<file path="src/rtl/uart_rx_frame.sv">
// Parametrised UART receiver: configurable width, parity and stop bits, with
// error flags, break detection and a valid/ready output with overrun pulses.
module uart_rx_frame #(
    parameter int OVERSAMPLING = 16,
    parameter int BDDIVIDER    = 27,
    parameter int DATA_BITS    = 8,
    parameter int PARITY       = 0,
    parameter int STOP_BITS    = 1
) (
    input  logic                 CLK_I,
    input  logic                 RST_I,
    input  logic                 RX_I,
    output logic [DATA_BITS-1:0] DATA_O,
    output logic                 VALID_O,
    input  logic                 READY_I,
    output logic                 PARITY_ERR_O,
    output logic                 FRAME_ERR_O,
    output logic                 BREAK_O,
    output logic                 OVERRUN_O,
    output logic                 BUSY_O
);

    localparam int CLKS_PER_BIT = OVERSAMPLING * BDDIVIDER;
    localparam int CNT_W        = $clog2(CLKS_PER_BIT) + 1;

    localparam logic [CNT_W-1:0] HALF_RELOAD = CNT_W'(CLKS_PER_BIT / 2 - 1);
    localparam logic [CNT_W-1:0] BIT_RELOAD  = CNT_W'(CLKS_PER_BIT - 1);
    localparam logic [3:0]       LAST_DATA   = 4'(DATA_BITS - 1);
    localparam logic             LAST_STOP   = 1'(STOP_BITS - 1);

    typedef enum logic [2:0] {
        S_IDLE,
        S_START,
        S_DATA,
        S_PAR,
        S_STOP,
        S_BRK_WAIT
    } state_t;

    state_t                 state;
    logic                   rx_meta;
    logic                   rx_s;
    logic                   rx_prev;
    logic [CNT_W-1:0]       cnt;
    logic [3:0]             bit_idx;
    logic                   stop_idx;
    logic [DATA_BITS-1:0]   shreg;
    logic                   par_bit_q;
    logic                   par_err_q;
    logic                   frame_err_q;
    logic                   first_stop_q;

    logic                   tick;
    logic                   fall;
    logic                   frame_err_nxt;
    logic                   first_stop_nxt;
    logic                   is_break;
    logic                   par_xor;

    assign tick   = (cnt == '0);
    assign fall   = ~rx_s & rx_prev;
    assign BUSY_O = (state != S_IDLE);

    // Commit-time view of the frame, including the stop sample being taken now.
    always_comb begin
        frame_err_nxt  = frame_err_q | ~rx_s;
        first_stop_nxt = (stop_idx == 1'b0) ? rx_s : first_stop_q;
        is_break       = (shreg == '0) && ((PARITY == 0) || !par_bit_q) && !first_stop_nxt;
        par_xor        = (^shreg) ^ rx_s;
    end

    always_ff @(posedge CLK_I) begin
        if (RST_I) begin
            rx_meta      <= 1'b1;
            rx_s         <= 1'b1;
            rx_prev      <= 1'b1;
            state        <= S_IDLE;
            cnt          <= '0;
            bit_idx      <= '0;
            stop_idx     <= 1'b0;
            shreg        <= '0;
            par_bit_q    <= 1'b0;
            par_err_q    <= 1'b0;
            frame_err_q  <= 1'b0;
            first_stop_q <= 1'b1;
            DATA_O       <= '0;
            VALID_O      <= 1'b0;
            PARITY_ERR_O <= 1'b0;
            FRAME_ERR_O  <= 1'b0;
            BREAK_O      <= 1'b0;
            OVERRUN_O    <= 1'b0;
        end else begin
            rx_meta   <= RX_I;
            rx_s      <= rx_meta;
            rx_prev   <= rx_s;
            BREAK_O   <= 1'b0;
            OVERRUN_O <= 1'b0;

            // NOTE: later non-blocking writes win, so a commit below overrides this clear.
            if (VALID_O && READY_I)
                VALID_O <= 1'b0;

            if (state != S_IDLE && state != S_BRK_WAIT)
                cnt <= tick ? BIT_RELOAD : cnt - CNT_W'(1);

            case (state)
                S_IDLE: begin
                    if (fall) begin
                        state <= S_START;
                        cnt   <= HALF_RELOAD;
                    end
                end

                S_START: begin
                    if (tick) begin
                        if (rx_s) begin
                            state <= S_IDLE;
                        end else begin
                            state       <= S_DATA;
                            bit_idx     <= '0;
                            stop_idx    <= 1'b0;
                            par_bit_q   <= 1'b0;
                            par_err_q   <= 1'b0;
                            frame_err_q <= 1'b0;
                        end
                    end
                end

                S_DATA: begin
                    if (tick) begin
                        shreg   <= {rx_s, shreg[DATA_BITS-1:1]};
                        bit_idx <= bit_idx + 4'd1;
                        if (bit_idx == LAST_DATA)
                            state <= (PARITY != 0) ? S_PAR : S_STOP;
                    end
                end

                S_PAR: begin
                    if (tick) begin
                        par_bit_q <= rx_s;
                        par_err_q <= (PARITY == 1) ? ~par_xor : par_xor;
                        state     <= S_STOP;
                    end
                end

                S_STOP: begin
                    if (tick) begin
                        frame_err_q  <= frame_err_nxt;
                        first_stop_q <= first_stop_nxt;
                        stop_idx     <= ~stop_idx;
                        if (stop_idx == LAST_STOP) begin
                            if (is_break) begin
                                BREAK_O <= 1'b1;
                                state   <= S_BRK_WAIT;
                            end else begin
                                // Re-arm mid-stop-bit so a back-to-back start edge is caught.
                                state <= S_IDLE;
                                if (!VALID_O || READY_I) begin
                                    DATA_O       <= shreg;
                                    PARITY_ERR_O <= par_err_q;
                                    FRAME_ERR_O  <= frame_err_nxt;
                                    VALID_O      <= 1'b1;
                                end else begin
                                    OVERRUN_O <= 1'b1;
                                end
                            end
                        end
                    end
                end

                S_BRK_WAIT: begin
                    if (rx_s)
                        state <= S_IDLE;
                end

                default: state <= S_IDLE;
            endcase
        end
    end

endmodule

</file>
<file path="config.mk">
export PLATFORM = sky130hd
export DESIGN_NAME = uart_rx_frame
export DESIGN_NICKNAME = d
export VERILOG_FILES = /design/src/rtl/uart_rx_frame.sv
export SDC_FILE = /design/constraint.sdc
export NUM_CORES = 1
export LEC_CHECK = 0
export BUFFER_PORTS_ARGS = -buffer_cell sky130_fd_sc_hd__buf_4
export CORE_MARGIN = 2
export CORE_UTILIZATION = 57
export CTS_BUF_LIST = sky130_fd_sc_hd__clkbuf_8
export CTS_CLUSTER_SIZE = 8
export DETAILED_ROUTE_END_ITERATION = 8
export PLACE_DENSITY = 0.88
export SKIP_LAST_GASP = 1
export SLEW_MARGIN = 25
export SYNTH_ARGS = -nofsm -noshare
export SYNTH_HDL_FRONTEND = slang
export SYNTH_SLANG_ARGS = --single-unit
</file>
<file path="constraint.sdc">
create_clock -name CLK_I -period 3.9 [get_ports CLK_I]
set_input_delay 0.585 -clock CLK_I [delete_from_list [all_inputs] [get_ports CLK_I]]
set_output_delay 0.585 -clock CLK_I [all_outputs]
set_load 0.03 [all_outputs]
</file>
==> metrics.txt <==
outcome finished, final reports clean; I/O Pins 18; Crit path required time 4070 ps; NumNets Final 260; Max-Slew Margin vs Limit 51.8%; All-Layer GR Usage 21.8%; most frequent cells in the layout 45 x dfxtp_1, 25 x nor2_1, 24 x a21oi_1; WL/cell 13.7 um; placer's final routability congestion estimate 0.761; Fin. Hold Viols 0; clock share of power 27.4%; total wire length 4100 um; Post-CTS Setup Inserts 0; share of layout cells above drive strength 1 15.5%; worst hold path class reg -> reg; Antenna Violating Nets Remaining 0; Int Power 0.826 mW; largest net degree at the start of global routing 46; Area growth syn-to-layout 12.0%; Root Buffer clkbuf_8; first-pass GRT wire length 7210 um; Final TNS setup 0 ps; clk sinks 45; Initial DRC Count 92; CTS tree built; Main synth FF type dfxtp_1; crit path capture type register; maximum vdd drop 0.291 mV; minimum clock period 2440 ps; via count 1720; Pwr Density 534 nW/um2; crit path kind reg -> reg; Clock Pin Slew Worst Setup and Hold Paths 80 ps; max cap viols 0; hold buffer count at cts 0; Setup Viol. Count Final 0; reg2reg end DATA_O[5]$_SDFFE_PP0P_; Clock H-tree levels 2; fin crit share 62.5%; post-cts sizing count 0; number of global-route vias before repair 1661; reported net switching power 0.432 mW; Most Crowded Layer GR met2; Worst Hold Path EP rx_s$_SDFF_PP1_; Post-Syn Area 2100 um2; IO buf count 17; Avg Cell Area, Syn 8.83 um2; CP Launch Point state[2]$_SDFFE_PP0P_; ys async rst share 0%; Die Height 64.7 um; unique cell type count in the Yosys netlist 47; DRC Markers 0; Leakage Power 0.834 nW; dpl hpwl 2800 um; Die ar. 4190 um2; most common cell after layout, fill and taps aside dfxtp_1; hold wc startpoint rx_meta$_SDFF_PP1_; Startpoint Class register; reg2reg start state[2]$_SDFFE_PP0P_; Fillers 314; Clock Latency Late Sink 300 ps; DR vias/cell 5.75; Syn Inst Count 238; FF-to-FF path depth 5; Max FO, Critical Path 15; core footprint 3610 um2; Post-synth EDFFs 0; share of power burned in registers 43.9%; Congestion Overflow GR 0; Synth Net Count 248; WHS 410 ps; met3 Usage GRT 6.08%; yosys warns 0; Max clock buf depth 2; Sw Share 34.4%; hold path depth 1; Starting Density 58.3%; DRT Pass-1 Iters 4; n_diodes 0; RSZ-0062 raised after global routing no; Max Transition Viols Final 0; met1 usage 26.3%; met2 global-route usage 38.5%; Worst R2R Setup Slack 1460 ps; Slew @ Worst Pin 721 ps; FMAX 411 MHz; power share of the combinational group 28.7%; Arr. time, crit path 2600 ps; CTS Buf Count 5; post-synthesis sequential area ratio 42.9%; die width 64.7 um; Clock Skews 8.94 ps; Synth Register Bits 45; Cell Rows 22; initial antenna violation count 0
==> power groups by stage <==
stage	clock [mW]	combinational (mW)	sequential [mW]
3_5_place_dp	0	0.356	0.563
3_3_place_gp	0	0.345	0.560
5_1_grt	0.376	0.398	0.559
2_1_floorplan	0	0.302	0.545
6_report	0.344	0.362	0.552
4_1_cts	0.349	0.362	0.552
==> critical path: stages, from the launching register on <==
cell     delay [ps]
dfxtp_1         620
nor4b_1         360
nand4_1         310
nor3_4          660
mux2i_1         290
nor2_1           70
==> synth_stat cells (all sizes together) (2+ instances only) <==
library cell,n,share of area (%)
a311oi,3,1.3
nor3b,3,1.5
o21ai,8,1.9
clkbuf,9,1.6
nand3,9,2.1
ha,6,3.6
and3,2,0.83
dfxtp,45,43
or3,2,0.60
or2,5,1.5
inv,12,2.1
a21oi,24,5.7
xnor2,9,3.8
nand4,6,2.1
a211o,2,0.89
xor2,2,0.83
nand2b,2,0.60
nor3,10,2.6
buf,4,1.2
nor2b,4,1.2
nor4,2,1.3
nand2,16,2.9
mux2i,11,5.2
nor2,25,4.5
nor4b,2,1.1
a32oi,2,0.83
==> final cells by class <==
cell class / count / area [um2] / area share, %
clock buffer: 5 / 68.8 / 2.92
clock inverter: 3 / 42.5 / 1.81
inverter: 12 / 45.0 / 1.91
multi-input combinational: 168 / 1100 / 46.8
sequential: 45 / 901 / 38.3
tap: 48 / 60.1 / 2.55
timing repair buffer: 18 / 135 / 5.74
==> sequential cells by signal (all words and copies together), names as in the netlist <==
register	cells
OVERRUN_O	1
par_err_q	1
first_stop_q	1
PARITY_ERR_O	1
stop_idx	1
bit_idx	4
rx_meta	1
FRAME_ERR_O	1
cnt	10
state	3
BREAK_O	1
shreg	8
frame_err_q	1
rx_s	1
DATA_O	8
rx_prev	1
VALID_O	1
==> how the worst max path moves through the flow <==
stage | slack, ps | cells past startpoint | endpoint
after floorplan | 2080 | 8 | DATA_O[0]$_SDFFE_PP0P_
after global placement | 1420 | 5 | DATA_O[7]$_SDFFE_PP0P_
after detailed placement | 1290 | 5 | DATA_O[5]$_SDFFE_PP0P_
after CTS | 1270 | 5 | DATA_O[5]$_SDFFE_PP0P_
after global routing | 1210 | 5 | FRAME_ERR_O$_SDFFE_PP0P_
final | 1460 | 5 | DATA_O[5]$_SDFFE_PP0P_
==> logic make-up after synthesis <==
family | after synthesis | synth area share (%)
AND/OR/NAND/NOR | 93 | 24.8
flip-flops | 45 | 42.9
multiplexers | 11 | 5.24
adder cells (fa/ha/maj) | 6 | 3.57
buffers and inverters | 25 | 5.00
AO/OA/AOI/OAI | 47 | 14.0
XOR/XNOR | 11 | 4.58
==> routing by layer <==
metal,wire length (um),part of all wire [%]
met3,175,4.3
met1,1760,43
met2,2120,52
met5,0,0
met4,43,1.0
==> stage by stage <==
stage	util [%]	setup slack [ps]	power [mW]	instances	area (um2)
after floorplan	-	2080	0.847	238	2100
after global placement	62.0	1420	0.905	291	2240
after detailed placement	62.0	1290	0.919	291	2240
after CTS	65.1	1270	1.26	299	2350
after global routing	65.3	1210	1.33	299	2350
final	65.3	1460	1.26	299	2350
(Power assumes the default switching activity.)
